--- src/rtl/ifu_pkg.sv ---
// Shared types and constants for the instruction fetch unit.
// Widths, reset PC, FSM state encodings and queue entry layout.
package ifu_pkg;

  localparam int XLEN        = 64;
  localparam int INSTR_WIDTH = 32;

  localparam logic [XLEN-1:0] RESET_PC_DEFAULT = 64'h0000_0000_8000_0000;

  typedef enum logic [1:0] {
    IFU_ST_REQ       = 2'd0,
    IFU_ST_WAIT      = 2'd1,
    IFU_ST_WAIT_KILL = 2'd2,
    IFU_ST_HALT      = 2'd3
  } ifu_state_e;

  typedef struct packed {
    logic [INSTR_WIDTH-1:0] instr;
    logic [XLEN-1:0]        pc;
    logic                   err;
  } fetch_entry_t;

  function automatic logic [XLEN-1:0] word_align(
    input logic [XLEN-1:0] a
  );
    return a & ~XLEN'(3);
  endfunction

endpackage

--- src/rtl/ifu_queue.sv ---
// Two-entry fetch queue holding {instr, pc, err}.
// Flush wins over push/pop; head reads as zero when empty.
module ifu_queue
  import ifu_pkg::*;
(
  input  logic         clk,
  input  logic         rst_n,
  input  logic         flush,
  input  logic         push,
  input  fetch_entry_t push_data,
  input  logic         pop,
  output logic         valid,
  output fetch_entry_t head,
  output logic [1:0]   count
);

  fetch_entry_t mem [2];
  logic         wr_ptr;
  logic         rd_ptr;
  logic         do_push;
  logic         do_pop;

  assign do_pop  = pop & (count != 2'd0);
  assign do_push = push & ((count != 2'd2) | do_pop);
  assign valid   = (count != 2'd0);
  assign head    = valid ? mem[rd_ptr] : '0;

  // Pointer/count bookkeeping and entry storage.
  always_ff @(posedge clk or negedge rst_n) begin
    if (!rst_n) begin
      mem[0] <= '0;
      mem[1] <= '0;
      wr_ptr <= 1'b0;
      rd_ptr <= 1'b0;
      count  <= 2'd0;
    end else if (flush) begin
      wr_ptr <= 1'b0;
      rd_ptr <= 1'b0;
      count  <= 2'd0;
    end else begin
      if (do_push) begin
        mem[wr_ptr] <= push_data;
        wr_ptr      <= ~wr_ptr;
      end
      if (do_pop) begin
        rd_ptr <= ~rd_ptr;
      end
      count <= count + {1'b0, do_push}
                     - {1'b0, do_pop};
    end
  end

endmodule

--- src/rtl/ifu.sv ---
// Instruction fetch unit: fetch PC, one outstanding imem
// request, 2-entry instruction queue toward decode.
module ifu
  import ifu_pkg::*;
#(
  parameter logic [XLEN-1:0] RESET_PC = RESET_PC_DEFAULT
) (
  input  logic                   clk,
  input  logic                   rst_n,
  output logic                   ifu_imem_req_o,
  output logic [XLEN-1:0]        ifu_imem_addr_o,
  input  logic                   imem_ifu_gnt_i,
  input  logic                   imem_ifu_rvalid_i,
  input  logic [INSTR_WIDTH-1:0] imem_ifu_rdata_i,
  input  logic                   imem_ifu_err_i,
  input  logic                   ex_redirect_i,
  input  logic [XLEN-1:0]        ex_redirect_pc_i,
  output logic                   ifu_instr_valid_o,
  output logic [INSTR_WIDTH-1:0] ifu_instr_o,
  output logic [XLEN-1:0]        ifu_pc_o,
  output logic                   ifu_fetch_err_o,
  input  logic                   id_instr_ready_i
);

  ifu_state_e      state;
  ifu_state_e      state_n;
  logic [XLEN-1:0] fetch_pc;
  logic [XLEN-1:0] fetch_pc_n;
  logic [XLEN-1:0] inflight_pc;
  logic [XLEN-1:0] inflight_n;
  logic            push;
  logic            flush;
  logic            fire;
  logic            pending;
  logic [1:0]      count;
  fetch_entry_t    entry;
  fetch_entry_t    head;

  assign ifu_imem_req_o  = rst_n
                         & (state == IFU_ST_REQ)
                         & (count != 2'd2);
  assign ifu_imem_addr_o = fetch_pc;
  assign fire = ifu_imem_req_o & imem_ifu_gnt_i;

  // A request is still outstanding after this cycle.
  assign pending = fire
    | (((state == IFU_ST_WAIT)
      | (state == IFU_ST_WAIT_KILL))
      & ~imem_ifu_rvalid_i);

  assign entry.instr = imem_ifu_err_i ? '0
                                      : imem_ifu_rdata_i;
  assign entry.pc    = inflight_pc;
  assign entry.err   = imem_ifu_err_i;

  // Next-state, fetch PC and queue control.
  always_comb begin
    state_n    = state;
    fetch_pc_n = fetch_pc;
    inflight_n = inflight_pc;
    push       = 1'b0;
    flush      = 1'b0;
    if (ex_redirect_i) begin
      flush      = 1'b1;
      fetch_pc_n = word_align(ex_redirect_pc_i);
      state_n    = pending ? IFU_ST_WAIT_KILL
                           : IFU_ST_REQ;
    end else begin
      unique case (state)
        IFU_ST_REQ: begin
          if (fire) begin
            inflight_n = fetch_pc;
            fetch_pc_n = fetch_pc + XLEN'(4);
            state_n    = IFU_ST_WAIT;
          end
        end
        IFU_ST_WAIT: begin
          if (imem_ifu_rvalid_i) begin
            push    = 1'b1;
            state_n = imem_ifu_err_i ? IFU_ST_HALT
                                     : IFU_ST_REQ;
          end
        end
        IFU_ST_WAIT_KILL: begin
          if (imem_ifu_rvalid_i) begin
            state_n = IFU_ST_REQ;
          end
        end
        IFU_ST_HALT: begin
          state_n = IFU_ST_HALT;
        end
        default: state_n = IFU_ST_REQ;
      endcase
    end
  end

  // State and PC registers.
  always_ff @(posedge clk or negedge rst_n) begin
    if (!rst_n) begin
      state       <= IFU_ST_REQ;
      fetch_pc    <= RESET_PC;
      inflight_pc <= '0;
    end else begin
      state       <= state_n;
      fetch_pc    <= fetch_pc_n;
      inflight_pc <= inflight_n;
    end
  end

  ifu_queue u_queue (
    .clk       (clk),
    .rst_n     (rst_n),
    .flush     (flush),
    .push      (push),
    .push_data (entry),
    .pop       (ifu_instr_valid_o & id_instr_ready_i),
    .valid     (ifu_instr_valid_o),
    .head      (head),
    .count     (count)
  );

  assign ifu_instr_o     = head.instr;
  assign ifu_pc_o        = head.pc;
  assign ifu_fetch_err_o = head.err;

endmodule

--- config.mk ---
export PLATFORM = sky130hd
export DESIGN_NAME = ifu
export DESIGN_NICKNAME = d
export VERILOG_FILES = /design/src/rtl/ifu_pkg.sv /design/src/rtl/ifu_queue.sv /design/src/rtl/ifu.sv
export SDC_FILE = /design/constraint.sdc
export NUM_CORES = 1
export LEC_CHECK = 0
export CORE_ASPECT_RATIO = 0.9
export CORE_MARGIN = 4
export CORE_UTILIZATION = 57
export DETAILED_ROUTE_END_ITERATION = 7
export GPL_TIMING_DRIVEN = 0
export PLACE_DENSITY = 0.9
export SKIP_LAST_GASP = 1
export SYNTH_ARGS = -nofsm -noshare
export SYNTH_HDL_FRONTEND = slang
export SYNTH_SLANG_ARGS = --single-unit
--- constraint.sdc ---
create_clock -name clk -period 3.7 [get_ports clk]
set_input_delay 0.74 -clock clk [delete_from_list [all_inputs] [get_ports clk]]
set_output_delay 0.74 -clock clk [all_outputs]
set_load 0.01 [all_outputs]
==> results of run 1 <==
==> final timing paths <==
path,from,end,slack [ns],depth (start not counted)
max in group asynchronous,rst_n,u_queue.mem[109],2.58,2
worst min-delay path,rst_n,u_queue.mem[58],0.17,1
worst max-delay path,u_queue.rd_ptr,ifu_instr_o[0],0.1,5
min in group clk,u_queue.mem[177],u_queue.mem[177],0.48,2
worst min register to register,u_queue.mem[177],u_queue.mem[177],0.48,2
worst max register to register,state[0],ifu_imem_addr_o[32],0.60,8
==> final cells by class <==
type                    count  area [um^2]  share of cell area [%]
clock inverters            10        181.4                  0.9334
diodes                      2        5.005                 0.02575
inverters                  13        48.80                  0.2510
clock buffers              50         1055                   5.426
repair buffers            262         2690                   13.84
well taps                 348        435.4                   2.240
multi-input cells         944         6650                   34.21
plain buffers              86        362.8                   1.867
flip-flops and latches    320         8009                   41.20
==> through the flow <==
stage / setup slack, ns / TNS [ns] / instances / util [%]
2_1_floorplan: 1.117 / 0 / 1365 / -
3_3_place_gp: -12.58 / -5132.16 / 1972 / 69.57
3_5_place_dp: -0.9363 / -68.09 / 1974 / 69.80
4_1_cts: 0.08293 / 0 / 2033 / 74.74
5_1_grt: 0.01205 / 0 / 2034 / 74.76
6_report: 0.09855 / 0 / 2035 / 74.77
==> power groups by stage <==
stage,logic [mW],clock network [mW],registers (mW)
3_3_place_gp,3.66,0,5.25
4_1_cts,3.87,3.76,5.35
2_1_floorplan,2.32,0,5.11
6_report,3.84,3.73,5.37
3_5_place_dp,3.80,0,5.35
5_1_grt,4.17,3.91,5.49
==> layout by cell type (no fill, tap or decap), types with 13 or more instances in the layout <==
master           netlist  final
xnor2_1               20     20
clkbuf_1              66     65
a31oi_1               33     33
nor4_1                16     16
inv_1                 13     13
clkbuf_16              0     37
mux2i_1               97     97
dfrtp_1              319    319
o31ai_1               22     22
nand3_1               25     25
o21ai_0               96     96
nand4_1               23     23
nand2_1              128    128
nor2_1               147    145
clkdlybuf4s50_1        0    258
nand2b_1              35     35
mux2_2               190    190
or4_1                 28     28
==> flip-flops by register name (all words and copies together), names as in the netlist <==
signal / cells
u_queue.mem: 190
u_queue.count: 2
inflight_pc: 62
u_queue.wr_ptr: 1
state: 2
ifu_imem_addr_o: 62
u_queue.rd_ptr: 1
==> metal layers <==
metal | vias up | GRT usage, % | share of wire (%)
met5 | - | 0 | 0.10
met4 | 6 | 11.32 | 3.9
met1 | 6063 | 40.92 | 40
met3 | 161 | 5.818 | 8.1
met2 | 655 | 49.64 | 48
li1 | 5434 | - | -
==> kinds of logic (layout without fill, tap and decap cells) <==
family,after synthesis,after routing
buffers and inverters,101,421
adders and majority gates,8,8
DFF,320,320
muxes,287,287
and+or+nand+nor,448,448
xor gates and xnor gates,28,28
AOI/OAI and AO/OA,169,169
other,1,6
==> repair_timing <==
| action | 4_1_cts | 5_1_grt |
|---|---|---|
| hold buffers | 0 | 0 |
| cloned | 1 | 0 |
| resized for setup | 9 | 1 |
| setup endpoints to repair | 116 | 1 |
==> critical path, cell delays in order (launching register included) <==
cell	delay, ns
dfrtp_1	0.66
clkbuf_2	0.41
clkbuf_2	0.39
mux2i_1	0.31
nor2_1	0.08
clkdlybuf4s50_1	0.49
==> Flow_metrics.wiki, run 1 <==
{| class="wikitable"
! Metric !! Value
|-
| Via count || 12320
|-
| Total of warnings raised by yosys || 0
|-
| Number of clock sinks seen by CTS || 320
|-
| Sequential Power Share || 41.5%
|-
| DR pass1 iterations || 8
|-
| #FFs+latches synth || 320
|-
| Area fraction in compound gates after synthesis || 6.603%
|-
| Starting utilization of the core area || 57.88%
|-
| Design area || 19440 um^2
|-
| Wire length of the first global-routing pass || 69720 um
|-
| Worst-Margin Slew || 0.8964 ns
|-
| Worst path required time || 2.96 ns
|-
| Nature of the critical path endpoint || output port
|-
| Kind of start point of the critical path || flop
|-
| Biggest area contributors in the synthesized netlist || dfrtp_1 53%, mux2_2 14%, mux2i_1 6.5%
|-
| Power Total || 12.94 mW
|-
| Yosys top cell area share || 53.06%
|-
| Vias in the first global route || 12690
|-
| Final period utilization || 97.34%
|-
| Synth-to-Final Area Change || 29.19%
|-
| Worst supply voltage drop on vdd || 0.4119 mV
|-
| Netlist area before placement || 15050 um^2
|-
| Max Transition Viols Final || 0
|-
| Combinational family with the most area after synthesis || multiplexers
|-
| I/O Pins || 266
|-
| Post-Synth XOR/XNOR Area || 1.630%
|-
| Most numerous cell in the Yosys netlist || dfrtp_1
|-
| Internal cell power || 8.870 mW
|-
| Fin crit period || 3.601 ns
|-
| Worst-case clock skew || 0.01961 ns
|-
| Maximum clock rate || 0.2777 GHz
|-
| Num CTS Buffers || 35
|-
| Final worst hold slack || 0.1674 ns
|-
| Area share of and/or/nand/nor cells after synthesis || 14.43%
|-
| Mux contribution to synthesized area || 20.67%
|-
| Switching fraction of total power || 31.48%
|-
| Logic pwr share || 29.7%
|-
| Max-slew headroom at the worst pin || 39.69%
|-
| Gate Count Post-Synth || 1362
|-
| Level count of the clock H-tree || 2
|-
| Die span in x || 179.3 um
|-
| Synth Area in Adders || 0.6653%
|-
| Portion of total power attributed to the clock network || 28.8%
|-
| Distinct cell type count after synthesis || 50
|-
| CORE AREA || 25990 um^2
|-
| GRT overflow || 0
|-
| Reg clk slew, reported paths || 0.06 ns
|-
| Die height || 162.1 um
|-
| Row Count || 56
|-
| Fraction of final layout cells with drive strength greater than 1 || 16.50%
|-
| Category of the most critical setup path || flop to output port
|-
| Area leader, netlist || dfrtp_1
|-
| CTS root buffer || clkbuf_16
|-
| Total cell area at the placement stage || 18140 um^2
|-
| Worst-skew pair later-pin latency || 0.51 ns
|-
| PD cells || 665.9 nW/um^2
|-
| Via density per instance || 6.054
|-
| Largest driver fanout on the critical path || 10
|-
| Post-detail-place hpwl || 30400 um
|-
| Count of buffers inserted at the top-level ports || 259
|-
| Pin count of the biggest net entering global routing || 118
|-
| Cell leakage power || 8.034 nW
|-
| Reported net switching power || 4.074 mW
|-
| Commonest register cell after synthesis || dfrtp_1
|-
| Fraction of synthesis flops using an asynchronous set or reset pin || 100.0%
|-
| Total routing resource utilization after global routing || 30.45%
|-
| Count of flip-flops with a built-in enable after synthesis || 0
|-
| Initial antenna violation count || 4
|-
| Worst min-delay path class || input port to asynchronous set/reset pin
|-
| Post-layout net count || 1773
|-
| Number of nets with antenna violations after detailed routing || 0
|-
| Post-CTS setup repair buffer count || 0
|-
| Result of the run || finished clean
|-
| Clock buffer depth || 3
|-
| Data arrival time at the worst-slack endpoint || 2.86 ns
|-
| Most instantiated cells after synthesis || 319 x dfrtp_1, 190 x mux2_2, 147 x nor2_1, 128 x nand2_1, 97 x mux2i_1
|-
| Unrepaired setup endpoints after global routing || false
|-
| Mean routed wirelength per cell || 21.89 um
|-
| Portion of the post-synthesis area used by sequential elements || 53.23%
|-
| Total wire length || 44560 um
|-
| First-iteration detailed-routing DRC count || 1400
|-
| Die Footprint || 29060 um^2
|-
| RePlAce Congestion || 0.9119
|-
| TritonCTS clock tree || yes
|-
| Remaining DRCs || 0
|-
| Fill cell count || 1624
|-
| Final Hold Violating Endpoints || 0
|-
| Max Cap Viol || 0
|-
| Final count of negative-setup-slack endpoints || 0
|-
| Post-Synthesis Mean Instance Area || 11.05 um^2
|}
Power figures use the tool's default switching activity.
==> inputs of run 2 (changes only) <==
--- a/config.mk
+++ b/config.mk
@@ -12,6 +12,7 @@
 export GPL_TIMING_DRIVEN = 0
 export PLACE_DENSITY = 0.9
 export SKIP_LAST_GASP = 1
+export SLEW_MARGIN = 20
 export SYNTH_ARGS = -nofsm -noshare
 export SYNTH_HDL_FRONTEND = slang
 export SYNTH_SLANG_ARGS = --single-unit
==> Flow_metrics.wiki, run 2 (synthesis results as in run 1) <==
{| class="wikitable"
! Metric !! Value
|-
| Result of the run || finished clean
|-
| Cell leakage power || 8.015 nW (-0.23%)
|-
| Internal cell power || 8.676 mW (-2.2%)
|-
| Worst min-delay path class || input port to asynchronous set/reset pin
|-
| First-iteration detailed-routing DRC count || 1465 (+4.6%)
|-
| Critical-path cell list || clkbuf_2, clkbuf_2, mux2i_1, nor2_1, clkdlybuf4s50_1
|-
| GRT overflow || 0 (unchanged)
|-
| Worst supply voltage drop on vdd || 0.4914 mV (+19%)
|-
| Cell at the slowest stage of the critical path || dfrtp_1
|-
| Level count of the clock H-tree || 2 (unchanged)
|-
| Reported net switching power || 4.019 mW (-1.4%)
|-
| CORE AREA || 25990 um^2 (unchanged)
|-
| Post-layout net count || 1774 (+0.056%)
|-
| Max-slew headroom at the worst pin || 40.39% (+0.71 points)
|-
| Top library cells by usage in the layout, fill and taps aside || 319 x dfrtp_1, 258 x clkdlybuf4s50_1, 190 x mux2_2
|-
| Via count || 12430 (+0.93%)
|-
| Footprint of the multi-input gates || 6656 um^2 (about the same)
|-
| Fraction of final layout cells with drive strength greater than 1 || 16.38% (-0.12 points)
|-
| Max Cap Viol || 0 (unchanged)
|-
| Total wire length || 44640 um (+0.18%)
|-
| Power Total || 12.70 mW (-1.9%)
|-
| Vias in the first global route || 12740 (+0.42%)
|-
| Worst-Margin Slew || 0.8859 ns (-0.01049 ns)
|-
| Via density per instance || 6.113 (+0.98%)
|-
| Row Count || 56 (unchanged)
|-
| Setup TNS || 0 ns (unchanged)
|-
| Post-CTS setup repair buffer count || 0 (unchanged)
|-
| Sequential Power Share || 42.2% (+0.7 points)
|-
| Core occupancy in the finished layout || 74.66% (-0.11 points)
|-
| Post-detail-place hpwl || 30600 um (+0.66%)
|-
| Worst-case clock skew || 0.01716 ns (-0.002453 ns)
|-
| Die Footprint || 29060 um^2 (unchanged)
|-
| Data arrival time at the worst-slack endpoint || 2.93 ns (+0.07 ns)
|-
| Number of nets with antenna violations after detailed routing || 0 (unchanged)
|-
| TritonCTS clock tree || yes
|-
| Max reg flops || 190 (unchanged)
|-
| Fill cell count || 1647 (+1.4%)
|-
| PD cells || 654.1 nW/um^2 (-1.8%)
|-
| Reg clk slew, reported paths || 0.06 ns (about the same)
|-
| CTS Hold Buffers Added || 0 (unchanged)
|-
| Total routing resource utilization after global routing || 30.47% (about the same)
|-
| Final period utilization || 99.18% (+1.8 points)
|-
| Logic pwr share || 30.3% (+0.6 points)
|-
| Num CTS Buffers || 34 (-2.9%)
|-
| Switching fraction of total power || 31.66% (+0.18 points)
|-
| Die height || 162.1 um (unchanged)
|-
| Max Transition Viols Final || 0 (unchanged)
|-
| Initial antenna violation count || 4 (unchanged)
|-
| Final count of negative-setup-slack endpoints || 0 (unchanged)
|-
| Die span in x || 179.3 um (unchanged)
|-
| Maximum clock rate || 0.2725 GHz (-1.9%)
|-
| Portion of total power attributed to the clock network || 27.5% (-1.3 points)
|-
| Synth-to-Final Area Change || 29.00%
|-
| Fin crit period || 3.670 ns (+0.06806 ns)
|-
| Worst-skew pair later-pin latency || 0.52 ns (about the same)
|-
| Number of clock sinks seen by CTS || 320 (unchanged)
|-
| RePlAce Congestion || 0.9119 (unchanged)
|-
| DR pass1 iterations || 6 (-2)
|-
| Unrepaired setup endpoints after global routing || false
|-
| Largest register by flop count || u_queue.mem
|-
| Count of buffers inserted at the top-level ports || 259 (unchanged)
|-
| Largest driver fanout on the critical path || 10 (unchanged)
|-
| Pin count of the biggest net entering global routing || 94 (-20%)
|-
| Area taken by flip-flops and latches || 8009 um^2 (unchanged)
|-
| Peak per-stage delay on the critical path || 0.66 ns (about the same)
|-
| Wire length of the first global-routing pass || 69770 um (about the same)
|-
| Cell type with the highest occurrence count on the critical path || clkbuf_2
|-
| Most common library cell in the layout ignoring fill and taps || dfrtp_1
|-
| Mean routed wirelength per cell || 21.95 um (+0.23%)
|-
| I/O Pins || 266 (unchanged)
|-
| CTS root buffer || clkbuf_16
|-
| Category of the most critical setup path || flop to output port
|-
| Starting utilization of the core area || 57.88% (unchanged)
|-
| Clock buffer depth || 3 (unchanged)
|-
| Final Hold Violating Endpoints || 0 (unchanged)
|-
| Worst path required time || 2.96 ns (about the same)
|-
| Kind of start point of the critical path || flop
|-
| Remaining DRCs || 0 (unchanged)
|-
| Nature of the critical path endpoint || output port
|}
[run 2: cell type report]
class                   count  share of cell area [%]
repair buffers            264                   14.13
clock buffers              53                   5.544
flip-flops and latches    320                   41.26
diodes                      1                 0.01289
plain buffers              86                   1.870
inverters                  13                  0.2514
well taps                 348                   2.243
clock inverters             5                  0.3868
multi-input cells         944                   34.30
[run 2: power groups by stage]
stage	registers [mW]	logic [mW]	clock network, mW
after floorplan	5.11	2.32	0
after global placement	5.25	3.66	0
after detailed placement	5.35	3.82	0
after CTS	5.34	3.86	3.52
after global routing	5.48	4.17	3.67
final	5.36	3.84	3.49
[run 2: per-stage QoR]
stage | cell area, um^2 | std cells | hold slack [ns] | setup slack [ns]
finish | 19410 | 2034 | 0.1303 | 0.03049
global route | 19410 | 2034 | 0.1433 | 0.01285
CTS | 19380 | 2033 | 0.1861 | -0.0001528
detailed placement | 18170 | 1975 | 0.4694 | -1.068
global placement | 18080 | 1972 | 0.4608 | -12.58
floorplan | 15060 | 1365 | 0.4444 | 1.117
[run 2: worst max-delay path, delay by kind of cell (launching register included)]
family / cells / cell delay [ns]
flops: 1 / 0.66
mux: 1 / 0.36
simple gates: 1 / 0.08
buf+inv: 3 / 1.30
[run 2: path summary, 6_finish.rpt]
kind                                  endpoint        startpoint  cells past startpoint  slack [ns]
min reg2reg                   u_queue.mem[191]  u_queue.mem[191]                      2        0.48
min in group clk              u_queue.mem[191]  u_queue.mem[191]                      2        0.48
max in group asynchronous  ifu_imem_addr_o[31]             rst_n                      3        2.64
min                            u_queue.mem[63]             rst_n                      1        0.13
max reg2reg                    u_queue.mem[86]          state[1]                      9        0.63
max                               ifu_pc_o[63]    u_queue.rd_ptr                      5        0.03
[run 2: per-layer routing]
metal	share of wire [%]	routed length, um	global-route usage (%)	vias up
met3	7.9	3523	5.446	183
met1	40	17940	41.50	6134
met4	5.0	2224	13.12	6
li1	-	-	-	5441
met5	0.099	44	0	-
met2	47	20910	48.47	670
[run 2: repair_timing]
action,CTS,global route
setup endpoints to repair,115,109
gates cloned,1,1
resized for setup,9,1
==> inputs of run 3 (changes only) <==
--- a/config.mk
+++ b/config.mk
@@ -6,7 +6,7 @@
 export NUM_CORES = 1
 export LEC_CHECK = 0
 export CORE_ASPECT_RATIO = 0.9
-export CORE_MARGIN = 4
+export CORE_MARGIN = 3
 export CORE_UTILIZATION = 57
 export DETAILED_ROUTE_END_ITERATION = 7
 export GPL_TIMING_DRIVEN = 0
==> Flow_metrics.wiki, run 3 (synthesis results as in run 1) <==
{| class="wikitable"
! Metric !! Value
|-
| Post-layout net count || 1772 (-0.11%)
|-
| Fraction of final layout cells with drive strength greater than 1 || 16.54% (+0.16 points)
|-
| Total routing resource utilization after global routing || 31.02% (+0.55 points)
|-
| Die Footprint || 28380 um^2 (-2.3%)
|-
| Max Transition Viols Final || 0 (unchanged)
|-
| Pin count of the biggest net entering global routing || 103 (+9.6%)
|-
| Worst path required time || 2.96 ns (about the same)
|-
| Total wire length || 44320 um (-0.72%)
|-
| Final period utilization || 92.83% (-6.3 points)
|-
| First-iteration detailed-routing DRC count || 1381 (-5.7%)
|-
| Die span in x || 177.3 um (-1.1%)
|-
| Nature of the critical path endpoint || output port
|-
| Number of clock sinks seen by CTS || 320 (unchanged)
|-
| Number of nets with antenna violations after detailed routing || 0 (unchanged)
|-
| Wire length of the first global-routing pass || 69840 um (about the same)
|-
| Data arrival time at the worst-slack endpoint || 2.69 ns (-0.24 ns)
|-
| PD cells || 655.7 nW/um^2 (+0.24%)
|-
| Fin crit period || 3.435 ns (-0.2347 ns)
|-
| Vias in the first global route || 12810 (+0.53%)
|-
| Final cell count without fillers || 2031 (-0.15%)
|-
| Synth-to-Final Area Change || 28.55%
|-
| Via count || 12350 (-0.66%)
|-
| Cell at the slowest stage of the critical path || dfrtp_2
|-
| I/O Pins || 266 (unchanged)
|-
| Final Hold Violating Endpoints || 0 (unchanged)
|-
| DR pass1 iterations || 6 (unchanged)
|-
| Die height || 160.1 um (-1.2%)
|-
| Largest driver fanout on the critical path || 10 (unchanged)
|-
| Max reg flops || 190 (unchanged)
|-
| Peak per-stage delay on the critical path || 0.54 ns (-0.12 ns)
|-
| Maximum clock rate || 0.2911 GHz (+6.8%)
|-
| Setup TNS || 0 ns (unchanged)
|-
| Num CTS Buffers || 34 (unchanged)
|-
| Power Total || 12.68 mW (-0.11%)
|-
| Starting utilization of the core area || 58.93% (+1.1 points)
|-
| Clock buffer depth || 3 (unchanged)
|-
| Critical-path cell list || clkbuf_2, clkbuf_2, mux2i_1, nor2_1, clkdlybuf4s50_1
|-
| Category of the most critical setup path || flop to output port
|-
| CTS root buffer || clkbuf_16
|-
| Worst supply voltage drop on vdd || 0.4621 mV (-6.0%)
|-
| Cell count after placement || 1969 (-0.30%)
|-
| Total cell area at the placement stage || 18170 um^2 (about the same)
|-
| Kind of start point of the critical path || flop
|-
| Max Cap Viol || 0 (unchanged)
|-
| Cell leakage power || 7.985 nW (-0.38%)
|-
| Via density per instance || 6.082 (-0.51%)
|-
| Worst-skew pair later-pin latency || 0.51 ns (about the same)
|-
| Unrepaired setup endpoints after global routing || false
|-
| Worst-case clock skew || 0.01578 ns (-0.001380 ns)
|-
| Reg clk slew, reported paths || 0.06 ns (about the same)
|-
| Most common library cell in the layout ignoring fill and taps || dfrtp_1
|-
| CORE AREA || 25530 um^2 (-1.8%)
|-
| Final count of negative-setup-slack endpoints || 0 (unchanged)
|-
| RePlAce Congestion || 0.9185 (+0.72%)
|-
| Cell type with the highest occurrence count on the critical path || clkbuf_2
|-
| Row Count || 55 (-1.8%)
|-
| Initial antenna violation count || 2 (-2)
|-
| Remaining DRCs || 0 (unchanged)
|-
| Design area || 19340 um^2 (-0.35%)
|-
| Mean routed wirelength per cell || 21.82 um (-0.57%)
|-
| Level count of the clock H-tree || 2 (unchanged)
|-
| Result of the run || finished clean
|-
| Count of buffers inserted at the top-level ports || 259 (unchanged)
|-
| Max-slew headroom at the worst pin || 37.26% (-3.1 points)
|-
| Post-detail-place hpwl || 30910 um (+1.0%)
|-
| Worst-Margin Slew || 0.9411 ns (+0.05518 ns)
|-
| TritonCTS clock tree || yes
|-
| GRT overflow || 0 (unchanged)
|-
| Largest register by flop count || u_queue.mem
|-
| Top library cells by usage in the layout, fill and taps aside || 318 x dfrtp_1, 258 x clkdlybuf4s50_1, 190 x mux2_2
|-
| Worst min-delay path class || input port to asynchronous set/reset pin
|}
run 3: changes by cell type in the layout (fill, tap and decap cells not counted), sizes merged:
| cell | change |
|---|---|
| bufbuf | -1 |
| clkinvlp | +1 |
| diode | +1 |
| bufinv | -1 |
| clkinv | +3 |
run 3: layer usage:
layer | wire, um | track usage (%) | share of wire (%) | vias up
met3 | 3431 | 5.421 | 7.7 | 144
met2 | 21240 | 50.61 | 48 | 654
met1 | 17620 | 41.13 | 40 | 6119
li1 | - | - | - | 5433
met4 | 2009 | 13.10 | 4.5 | 2
met5 | 13 | 0 | 0.029 | -
run 3: worst paths after layout:
kind                            slack (ns)             endpoint             start  cells past startpoint
worst min register to register        0.48     u_queue.mem[176]  u_queue.mem[176]                      2
worst max-delay path                  0.27         ifu_pc_o[63]    u_queue.rd_ptr                      5
worst max register to register        0.63  ifu_imem_addr_o[32]          state[0]                      8
min in group clk                      0.48     u_queue.mem[176]  u_queue.mem[176]                      2
worst min-delay path                  0.10      u_queue.mem[71]             rst_n                      1
max in group asynchronous             1.93     u_queue.mem[111]             rst_n                      4
run 3: worst max-delay path: cells and delay by family (launching register included):
kind | cells | cell delay (ns)
buffers and inverters | 3 | 1.24
DFF | 1 | 0.54
and+or+nand+nor | 1 | 0.07
muxes | 1 | 0.34
run 3: cell type report:
cell class / instances / area [um^2]
flip-flops and latches: 320 / 8010
multi-input cells: 944 / 6645
fillers: 1597 / 6190
repair buffers: 262 / 2680
clock buffers: 54 / 1090
well taps: 342 / 427.9
plain buffers: 86 / 362.8
clock inverters: 8 / 71.32
inverters: 13 / 48.80
diodes: 2 / 5.005
run 3: what timing repair did:
action | CTS | global route
buffers inserted | 0 | 0
endpoints found under the setup margin | 40 | 2
hold buffers | 0 | 0
gates resized for setup | 6 | 2
hold endpoints to repair | 0 | 0
run 3: per-stage QoR:
step                      hold slack (ns)  setup WS, ns  util, %
after floorplan                    0.4444         1.117        -
after global placement             0.4604        -12.32    70.81
after detailed placement           0.4689       -0.3705    71.16
after CTS                         0.09825       0.09167    75.72
after global routing               0.1063        0.1386    75.75
final                              0.1002        0.2652    75.76
run 3: where the power goes:
part / switching (mW) / total, mW / internal [mW]
Sequential: 0.805 / 5.37 / 4.56
Combinational: 1.85 / 3.83 / 1.98
Clock: 1.39 / 3.48 / 2.10
Total: 4.05 / 12.7 / 8.63
